File: src/rtl/lane_serializer.sv
// Per-lane parallel-to-serial stage: MSB-first bit stream. A COM training burst
// follows reset, then data bytes or COM idle fill.
module lane_serializer #(
  parameter int unsigned SYNC_SYMS = 4,
  parameter logic [7:0]  COM       = 8'hBC
) (
  input  logic       clk_8f,
  input  logic       reset,
  input  logic [7:0] data_in,
  input  logic       valid_in,
  input  logic       active,
  output logic       load,
  output logic       data_out,
  output logic       valid_out,
  output logic       sync_done
);

  typedef enum logic {SYNC, DATA} state_e;

  state_e     state_q, state_d;
  logic [2:0] cnt_q, cnt_d;
  logic [7:0] shreg_q, shreg_d;
  logic [3:0] sync_cnt_q, sync_cnt_d;
  logic       is_data_q, is_data_d;
  logic       boundary;

  assign boundary = (cnt_q == 3'd7);

  always_ff @(posedge clk_8f or posedge reset) begin
    if (reset) begin
      state_q    <= SYNC;
      cnt_q      <= 3'd7;
      shreg_q    <= '0;
      sync_cnt_q <= '0;
      is_data_q  <= 1'b0;
    end else begin
      state_q    <= state_d;
      cnt_q      <= cnt_d;
      shreg_q    <= shreg_d;
      sync_cnt_q <= sync_cnt_d;
      is_data_q  <= is_data_d;
    end
  end

  always_comb begin
    state_d    = state_q;
    cnt_d      = cnt_q + 3'd1;
    shreg_d    = {shreg_q[6:0], 1'b0};
    sync_cnt_d = sync_cnt_q;
    is_data_d  = is_data_q;
    if (boundary) begin
      unique case (state_q)
        SYNC: begin
          shreg_d   = COM;
          is_data_d = 1'b0;
          if (sync_cnt_q == 4'(SYNC_SYMS - 1)) begin
            state_d    = DATA;
            sync_cnt_d = '0;
          end else begin
            sync_cnt_d = sync_cnt_q + 4'd1;
          end
        end
        DATA: begin
          // Bytes offered while the link is inactive are dropped, not held.
          if (valid_in && active) begin
            shreg_d   = data_in;
            is_data_d = 1'b1;
          end else begin
            shreg_d   = COM;
            is_data_d = 1'b0;
          end
        end
        default: ;
      endcase
    end
  end

  always_comb begin
    data_out  = shreg_q[7];
    valid_out = is_data_q;
    sync_done = (state_q == DATA);
    load      = boundary && (state_q == DATA) && !reset;
  end

endmodule

File: config.mk
export PLATFORM = sky130hd
export DESIGN_NAME = lane_serializer
export DESIGN_NICKNAME = d
export VERILOG_FILES = /design/src/rtl/lane_serializer.sv
export SDC_FILE = /design/constraint.sdc
export NUM_CORES = 1
export LEC_CHECK = 0
export BUFFER_PORTS_ARGS = -buffer_cell sky130_fd_sc_hd__buf_2
export CAP_MARGIN = 5
export CORE_MARGIN = 2
export CORE_UTILIZATION = 53
export DETAILED_ROUTE_END_ITERATION = 10
export PLACE_DENSITY = 0.82
export SLEW_MARGIN = 0
export SYNTH_ARGS = -nofsm -noshare
export SYNTH_HDL_FRONTEND = slang
export SYNTH_SLANG_ARGS = --single-unit
File: constraint.sdc
create_clock -name clk_8f -period 3.3 [get_ports clk_8f]
set_input_delay 0.33 -clock clk_8f [delete_from_list [all_inputs] [get_ports clk_8f]]
set_output_delay 0.33 -clock clk_8f [all_outputs]
set_load 0.005 [all_outputs]
Yosys cells after proc, flatten, opt, wreduce, memory -nomap -nowiden
Cells that the tools add are included.

operators by class
  $add $sub $neg = 2
  equal/unequal tests = 2
  multiplexer cells = 8
  bitwise operators = 1
  reductions and logical operators = 5

operators by type and width
  operator               count
  $mux W8                2
  $pmux W8 S2            1
  $add A4 B1 Y4 const B  1
  $eq A4 B2 Y1 const B   1
  $mux W4                1
  $add A3 B1 Y3 const B  1
  $eq A3 B3 Y1 const B   1
  $logic_and A1 B1 Y1    3
  $mux W1                3
  $pmux W1 S2            1
  $reduce_and A2 Y1      1
  $logic_not A1 Y1       1
  $not A1 Y1             1

storage, ports and cells
  register bits after elaboration = 17
  input bits = 12
  output and inout bits = 4
  word-level logic and storage cells = 23

Depth between registers and ports, before layout
Gate-level depths: netlist of the first run.

  depth in word-level cells = 4
  gate-level depth with buffers = 6
  depth with buffers taken out = 5

Least setup slack after synthesis of the first run
OpenSTA, ideal clock, no wires.

  kind = register -> register
  start = register cnt_q[0]
  end = register sync_cnt_q[2]
  setup time = 0.125 ns
  arrival time = 1.411 ns
  required time = 3.175 ns
  slack = 1.764 ns
  cell stages (with the launch flop) = 7
  buffers on the path = 1
  cells stage by stage = dfstp_2 > ha_1 > ha_1 > buf_4 > and2b_4 > nand2_2 > mux2_4

between the ends
  longest elaborated chain between the ends = 2

RTL lines
  element                             RTL line  source
  start: declaration                  21        logic [2:0] cnt_q, cnt_d;
  start signal: assignment            38        cnt_q <= cnt_d;
  $eq A3 B3 Y1                        27        assign boundary = (cnt_q == 3'd7);
  $reduce_and A2 Y1 (no source line)  -
  end signal: assignment              40        sync_cnt_q <= sync_cnt_d;
  end: declaration                    23        logic [3:0] sync_cnt_q, sync_cnt_d;

No other way between the ends.
A chain may end at the register's enable or synchronous reset.

Worst setup path in the final report of the first run
  start = register cnt_q[0]
  end = output port load

between the ends
  longest elaborated chain between the ends = 3

RTL lines
  element                           RTL line  source
  $eq A3 B3 Y1                      27
  $logic_and A1 B1 Y1 (2 in a row)  82        load = boundary && (state_q == DATA) && !reset;
  end: declaration                  12        output logic load,

No other way between the ends.

==> results.py, run 1 <==
metrics = {
    "status": {
        "status": "complete, no violations",
    },
    "global_route": {
        "grt_overflow_total": 0,
        "grt_pass1_vias": 397,
        "grt_max_degree": 20,
        "antenna_found_initial": 0,
        "grt_pass1_wl_mm": 1.52,
        "grt_use_total_pct": 14.9,
    },
    "worst_setup_path": {
        "crit_top_cell": "ha_1",
        "regToRegEndpoint": "sync_cnt_q[2]$_DFFE_PP0P_",
        "crit_chain": "ha_1, ha_1, buf_4, and3_1, buf_2",
        "cp_max_fo": 19,
        "crit_buf_inv": 2,
        "cpMaxStageDelayCell": "dfstp_2",
        "crit_path_end_kind": "primary output",
        "critPathTopFamily": "flip-flops",
        "startpoint": "cnt_q[0]$_DFF_PP1_",
        "cp.arrival_ps": 1570,
        "criticalPathCategory": "register to primary output",
        "r2r_start": "cnt_q[0]$_DFF_PP1_",
        "cp.required_ps": 2970,
        "r2r_slack_ps": 1620,
        "rr_worst_depth": 6,
        "critPathLaunchType": "register",
        "max_stage_delay_ps": 540,
    },
    "clock_tree": {
        "numCtsBuffers": 3,
        "cts_hold_buf": 0,
        "root_buffer": "clkbuf_4",
        "cts_tree": "yes",
        "cts.sinks": 17,
        "cts.repair.resized": 0,
        "htreeDepth": 1,
        "ctsLongestPathBuffers": 2,
        "insertion_delay_ps": 280,
        "path_clk_slew_ps": 90,
        "post_cts_buffers": 0,
    },
    "logic_synthesis": {
        "yosysTopAreaCell": "dfrtp_1",
        "netlist.area_leader.share_pct": 49.6,
        "synth_nets": 76,
        "synth_area_leaders": "dfrtp_1 (50%), dfstp_2 (11%), nor2_1 (5.9%)",
        "yosys_warnings": 0,
        "avgSynthCellArea_sq_um": 11.6,
        "synth.distinct_cells": 21,
        "syn_area_sq_um": 706,
        "synthCells": 61,
        "synth.yosys.seq_area_share_pct": 60.8,
        "ys_ff_latch": 17,
    },
    "final_layout": {
        "final_nets": 95,
        "layout.cells.non_filler": 94,
        "diodes": 0,
        "drive_gt1_share_pct": 32.9,
        "area_delta_synth_final_pct": 16.3,
    },
    "route": {
        "drc": 0,
        "drt-initial-drc-count": 8,
        "wl_per_cell_microns": 11.7,
        "vias": 473,
        "drt_pre_antenna_iters": 4,
        "wl_mm": 1.10,
        "detail-route-antenna-nets": 0,
        "via_per_inst": 5.03,
    },
    "sta": {
        "grt_setup_unrepaired": "no",
        "slew_violations": 0,
        "fin_crit_sh_pct": 57.7,
        "finalHoldViolCount": 0,
        "fin_tns_setup_ps": 0,
        "timing.slew.headroom_pct": 57.2,
        "clock.fmax_mhz": 525,
        "layout_min_cycle_time_ps": 1900,
        "tightestPinTransition_ps": 641,
        "setup_viol": 0,
        "skew_ps": 2.83,
    },
    "die": {
        "rows": 13,
        "die_h_microns": 40.5,
        "io-pin-count": 16,
        "dieArea_sq_um": 1640,
        "initial_core_util_pct": 55.6,
        "coreArea_sq_um": 1270,
        "die_x_microns": 40.5,
    },
    "flow_run": {
        "max_cap_violations": 0,
    },
    "worst_hold_path": {
        "hold_class": "input pin to asynchronous set/reset pin",
    },
    "place": {
        "portBuffers": 15,
        "gp_congestion": 0.618,
        "dp.cells": 90,
    },
    "pwr": {
        "p_leak_nw": 0.438,
        "power.density_nw_per_um2": 412,
        "worst_ir_drop_vdd_v": 0.000259,
    },
}
## synthesized netlist by cell type
library cell  instances
dfstp_2               3
nand2_2               1
mux2_4                1
a21o_1                1
nand4_1               1
buf_4                 1
dfrtp_1              14
inv_1                 4
and2b_4               1
mux2_1                2
nor3b_1               1
xnor2_1               1
o21ai_0               2
nand3_1               3
a21oi_1               5
nor2b_1               1
nor2_1               11
mux2_2                1
buf_2                 1
ha_1                  3
and3_1                3
## logic make-up after synthesis
kind of cell    count (synthesis)  share of synthesized area (%)
compound gates                  8                           6.03
xor+xnor                        1                           1.24
fa+ha+maj                       3                           5.32
buf+inv                         6                           3.90
flops                          17                           60.8
mux                             4                           6.91
simple gates                   22                           15.8
## placed cells by master (no fill, tap or decap), types with 2 or more instances in the layout
cell type	instances
nand3_1	3
o21ai_0	2
dfstp_2	3
inv_1	4
nor2_1	11
dfrtp_1	14
clkbuf_4	3
buf_2	15
ha_1	3
and3_1	3
a21oi_1	5
mux2_1	2
## per-stage QoR
stage / power (W) / worst slack, ps / utilization [%] / area [sq um] / hold slack [ps]
6_report: 0.000339 / 1400 / 64.7 / 821 / 116
5_1_grt: 0.000356 / 1300 / 64.7 / 821 / 147
4_1_cts: 0.000346 / 1370 / 64.7 / 821 / 122
3_5_place_dp: 0.000236 / 1620 / 62.6 / 795 / 428
3_3_place_gp: 0.000235 / 1670 / 62.6 / 795 / 427
2_1_floorplan: 0.000226 / 1760 / - / 706 / 259
## where the power goes
| group | internal, W | switching, W |
|---|---|---|
| sequential | 0.000212 | 0.00000117 |
| combinational | 0.00000787 | 0.0000102 |
| clock | 0.0000469 | 0.0000603 |
| total | 0.000267 | 0.0000717 |
## final cells by class
| class | count | area (sq um) |
|---|---|---|
| Tap cell | 15 | 18.8 |
| Inverter | 4 | 15.0 |
| Sequential cell | 17 | 429 |
| Fill cell | 103 | 448 |
| Clock buffer | 4 | 26.3 |
| Timing Repair Buffer | 16 | 82.6 |
| Multi-Input combinational cell | 38 | 249 |
## registers in the layout, indices dropped and copies added, names as in the netlist
register / count
shreg_q: 8
sync_done: 1
cnt_q: 3
sync_cnt_q: 4
valid_out: 1
## layer usage
layer  GRT usage [%]  vias up  share of wire [%]
li1                -      236                  -
met2            24.2       12                 47
met1            17.3      223                 48
met4            10.0        0               0.46
met3            3.33        2                4.3
met5               0        -                  0
## worst max-delay path by stage
stage	end	slack, ps	depth (start not counted)
after floorplan	sync_cnt_q[2]$_DFFE_PP0P_	1760	6
after CTS	load	1370	5
final	load	1400	5
after detailed placement	sync_cnt_q[2]$_DFFE_PP0P_	1620	6
after global routing	load	1300	5
after global placement	sync_cnt_q[2]$_DFFE_PP0P_	1670	6
(Power assumes the default switching activity.)
==> run 2: changes to the inputs <==
CORE_UTILIZATION = 45   (was 53)
PLACE_DENSITY = 0.75   (was 0.82)
clock period = 1.7 ns   (was 3.3 ns; I/O delays follow)
==> results.py, run 2 (same netlist as run 1, synthesis figures left out) <==
metrics = {
    "route": {
        "detail-route-antenna-nets": 0,
        "via_per_inst": 5.04,
        "drc": 0,
        "vias": 504,
        "wl_mm": 1.23,
        "wl_per_cell_microns": 12.3,
        "drt_pre_antenna_iters": 5,
        "drt-initial-drc-count": 3,
    },
    "sta": {
        "tightestPinTransition_ps": 267,
        "fin_crit_sh_pct": 95.5,
        "setup_viol": 0,
        "clock.fmax_mhz": 616,
        "layout_min_cycle_time_ps": 1620,
        "finalHoldViolCount": 0,
        "skew_ps": 3.10,
        "whs_ps": 113,
        "slew_violations": 0,
        "setup_slack_ps": 76.6,
        "timing.slew.headroom_pct": 82.2,
    },
    "global_route": {
        "antenna_found_initial": 0,
        "grt_overflow_total": 0,
        "grt_pass1_vias": 507,
        "grt_use_total_pct": 16.2,
        "grt_max_degree": 18,
        "grt_pass1_wl_mm": 2.08,
    },
    "worst_setup_path": {
        "crit_path_end_kind": "primary output",
        "r2r_start": "cnt_q[0]$_DFF_PP1_",
        "rr_worst_depth": 6,
        "cp.arrival_ps": 1450,
        "critPathLaunchType": "register",
        "cp_max_fo": 2,
        "criticalPathCategory": "register to primary output",
        "cp.required_ps": 1530,
        "startpoint": "cnt_q[0]$_DFF_PP1_",
        "r2r_slack_ps": 140,
        "worstSetupEndpoint": "load",
        "regToRegEndpoint": "sync_cnt_q[2]$_DFFE_PP0P_",
    },
    "die": {
        "rows": 14,
        "initial_core_util_pct": 47.4,
        "coreArea_sq_um": 1490,
        "io-pin-count": 16,
        "die_x_microns": 43.6,
        "dieArea_sq_um": 1900,
        "die_h_microns": 43.6,
    },
    "flow_run": {
        "max_cap_violations": 0,
    },
    "worst_hold_path": {
        "hold-path-cell-count": 3,
        "hold_class": "input pin to register",
    },
    "place": {
        "gp_congestion": 0.676,
        "portBuffers": 15,
        "place_area_sq_um": 811,
        "dpl.hpwl_microns": 830,
        "pre_cts_slack_ps": 209,
    },
    "clock_tree": {
        "ctsLongestPathBuffers": 2,
        "insertion_delay_ps": 290,
        "cts.sinks": 17,
        "root_buffer": "clkbuf_4",
        "path_clk_slew_ps": 90,
        "numCtsBuffers": 3,
        "htreeDepth": 1,
        "cts_tree": "yes",
    },
    "final_layout": {
        "multiInputGateArea_sq_um": 274,
        "design_area_sq_um": 891,
        "final_cell_mix": "buf_2 (15), dfrtp_1 (14), nor2_1 (11)",
        "area_delta_synth_final_pct": 26.2,
        "final_nets": 100,
        "largest_reg_flops": 8,
        "seq_area_sq_um": 429,
        "final_common_cell": "buf_2",
        "diodes": 0,
        "max_flop_register": "shreg_q",
        "drive_gt1_share_pct": 38.1,
        "fill_cells": 126,
        "largestRegisters": "shreg_q x8, sync_cnt_q x4, cnt_q x3",
    },
    "status": {
        "status": "complete, no violations",
    },
    "pwr": {
        "p_leak_nw": 0.462,
        "power_w": 0.000664,
        "power.density_nw_per_um2": 745,
        "worst_ir_drop_vdd_v": 0.000551,
    },
}
## run 2: stage by stage
stage,util (%),instances,setup TNS [ps]
finish,59.8,100,0
global placement,54.5,93,0
detailed placement,54.5,93,0
floorplan,-,61,0
global route,59.8,100,-1.49
CTS,58.3,100,0
## run 2: how the worst min path moves through the flow
stage | end | start | slack [ps]
floorplan | shreg_q[0]$_DFF_PP0_ | reset | 100
global placement | sync_cnt_q[1]$_DFFE_PP0P_ | reset | 210
detailed placement | valid_out$_DFFE_PP0N_ | reset | 220
CTS | shreg_q[0]$_DFF_PP0_ | data_in[0] | 110
global route | shreg_q[1]$_DFF_PP0_ | data_in[1] | 100
finish | shreg_q[1]$_DFF_PP0_ | data_in[1] | 110
## run 2: routing by layer
| layer | up-vias | track usage [%] | part of all wire (%) |
|---|---|---|---|
| met3 | 2 | 7.92 | 5.5 |
| met2 | 12 | 27.6 | 53 |
| met4 | 0 | 7.27 | 1.6 |
| met1 | 243 | 16.6 | 40 |
| li1 | 247 | - | - |
| met5 | - | 0 | 0 |
## run 2: repair_timing
| item | CTS | global route |
|---|---|---|
| setup buffers | 2 | 0 |
| setup endpoints to repair | 1 | 1 |
| gates resized for setup | 2 | 3 |
| hold buffers | 1 | 0 |
| endpoints found under the hold margin | 14 | 0 |
| pin swaps | 0 | 1 |
## run 2: layout make-up
type / instances / share of cell area (%)
Sequential cell: 17 / 48.2
Multi-Input combinational cell: 38 / 30.8
Timing Repair Buffer: 21 / 14.2
Clock buffer: 4 / 2.95
Tap cell: 16 / 2.25
Inverter: 4 / 1.69
## run 2: worst max-delay path, stage by stage (launching register included)
cell and delay [ps]:
dfstp_2 560, ha_4 140, ha_4 130, buf_6 90, and3_1 130, buf_2 110
## run 2: power breakdown
part / internal [W] / switching [W] / total [W] / leakage (nW)
clock network: 0.0000913 / 0.000120 / 0.000212 / 0.0150
registers: 0.000412 / 0.00000224 / 0.000414 / 0.202
logic: 0.0000184 / 0.0000200 / 0.0000384 / 0.245
total: 0.000521 / 0.000143 / 0.000664 / 0.462
==> run 3: changes to the inputs <==
RECOVER_POWER = 50   (was default)
==> results.py, run 3 (same netlist as run 1, synthesis figures left out) <==
metrics = {
    "pwr": {
        "combPwrFrac_pct": 5.7,
        "power.share.clock_pct": 31.8,
        "switchingPower_w": 0.000142,
        "worst_ir_drop_vdd_v": 0.000551,
        "internal-power_w": 0.000520,
        "seqPwrFrac_pct": 62.5,
        "power.density_nw_per_um2": 747,
        "p_sw_share_pct": 21.5,
        "p_leak_nw": 0.458,
        "power_w": 0.000662,
    },
    "sta": {
        "clock.fmax_mhz": 616,
        "fin_tns_setup_ps": 0,
        "tightestPinTransition_ps": 874,
        "fin_crit_sh_pct": 95.5,
        "setup_viol": 0,
        "layout_min_cycle_time_ps": 1620,
        "timing.slew.headroom_pct": 41.8,
        "slew_violations": 0,
        "finalHoldViolCount": 0,
        "skew_ps": 2.50,
    },
    "final_layout": {
        "max_flop_register": "shreg_q",
        "final_nets": 100,
        "design_area_sq_um": 887,
        "layout.cells.non_filler": 100,
        "largest_reg_flops": 8,
        "largestRegisters": "shreg_q x8, sync_cnt_q x4, cnt_q x3",
        "drive_gt1_share_pct": 36.9,
        "diodes": 0,
        "area_delta_synth_final_pct": 25.7,
        "final_common_cell": "buf_2",
        "final_cell_mix": "buf_2 (15), dfrtp_1 (14), nor2_1 (11)",
    },
    "worst_setup_path": {
        "crit_path_end_kind": "primary output",
        "max_stage_delay_ps": 560,
        "criticalPathCategory": "register to primary output",
        "cp.required_ps": 1530,
        "crit_top_cell": "ha_4",
        "cp_max_fo": 2,
        "cp.arrival_ps": 1450,
        "critPathLaunchType": "register",
        "crit_chain": "ha_4, ha_4, buf_6, and3_1, buf_2",
        "cpMaxStageDelayCell": "dfstp_2",
        "crit_buf_inv": 2,
        "critPathTopFamily": "flip-flops",
    },
    "route": {
        "drc": 0,
        "drt-initial-drc-count": 3,
        "wl_mm": 1.23,
        "vias": 510,
        "wl_per_cell_microns": 12.3,
        "drt_pre_antenna_iters": 3,
        "detail-route-antenna-nets": 0,
        "via_per_inst": 5.10,
    },
    "die": {
        "initial_core_util_pct": 47.4,
        "dieArea_sq_um": 1900,
        "die_x_microns": 43.6,
        "coreArea_sq_um": 1490,
        "rows": 14,
        "die_h_microns": 43.6,
        "io-pin-count": 16,
    },
    "clock_tree": {
        "ctsLongestPathBuffers": 2,
        "htreeDepth": 1,
        "cts.sinks": 17,
        "insertion_delay_ps": 290,
        "root_buffer": "clkbuf_4",
        "cts_tree": "yes",
        "numCtsBuffers": 3,
        "path_clk_slew_ps": 90,
    },
    "flow_run": {
        "max_cap_violations": 0,
    },
    "place": {
        "gp_congestion": 0.676,
        "portBuffers": 15,
        "dpl.hpwl_microns": 830,
        "dp.cells": 93,
        "place_area_sq_um": 811,
    },
    "global_route": {
        "grt_pass1_vias": 507,
        "grt_overflow_total": 0,
        "grt_use_total_pct": 16.2,
        "grt_max_degree": 18,
        "antenna_found_initial": 0,
        "grt_pass1_wl_mm": 2.08,
    },
    "status": {
        "status": "complete, no violations",
    },
    "worst_hold_path": {
        "hold_class": "input pin to register",
    },
}
[run 3: changes by cell type in the layout (fill, tap and decap cells not counted), sizes merged]
cell,delta
clkbuf,+1
buf,-1
[run 3: worst paths after layout]
check                                            end  cells after the start          startpoint  slack [ps]
setup / recovery                                load                      5  cnt_q[0]$_DFF_PP1_          80
hold / removal                  shreg_q[1]$_DFF_PP0_                      3          data_in[1]         120
setup reg to reg           sync_cnt_q[2]$_DFFE_PP0P_                      6  cnt_q[0]$_DFF_PP1_         140
hold reg to reg                   cnt_q[0]$_DFF_PP1_                      1  cnt_q[0]$_DFF_PP1_         470
max in group asynchronous       shreg_q[0]$_DFF_PP0_                      4               reset         470
min in group asynchronous       shreg_q[3]$_DFF_PP0_                      4               reset         700
[run 3: tightest hold or removal path: stages]
cell	delay, ps
buf_2	80
nand3_1	60
o21ai_0	60
[run 3: repair_timing]
item                                   in CTS  in global routing
hold buffers                                1                  0
endpoints found under the hold margin      14                  0
setup endpoints to repair                   1                  1
resized for setup                           2                  3
setup buffers                               2                  0
pin swaps                                   0                  1
gates cloned                                0                  0
[run 3: power by group through the flow]
stage	clock (W)	combinational, W	sequential, W
2_1_floorplan	0	0.0000162	0.000422
3_3_place_gp	0	0.0000370	0.000421
3_5_place_dp	0	0.0000377	0.000422
4_1_cts	0.000223	0.0000398	0.000414
5_1_grt	0.000236	0.0000445	0.000415
6_report	0.000211	0.0000376	0.000414
[run 3: area by class of cell]
cell class	instances	area [sq um]
sequential	17	429
timing repair buffer	21	123
clock buffer	4	26.3
fill	128	602
multi-input combinational	38	274
inverter	4	15.0
tap	16	20.0
[run 3: per-stage QoR]
stage               hold slack (ps)  util [%]  setup slack [ps]
floorplan                      99.5         -               164
global placement                214      54.5               236
detailed placement              219      54.5               209
CTS                             106      58.3              34.0
global route                    103      59.6             -1.49
finish                          115      59.6              76.3
[run 3: layer usage]
metal	global-route usage (%)	vias to the layer above	share of wire [%]
met1	16.6	250	40
met3	7.92	2	6.0
met5	0	-	0
met4	7.27	0	1.7
li1	-	247	-
met2	27.6	11	52
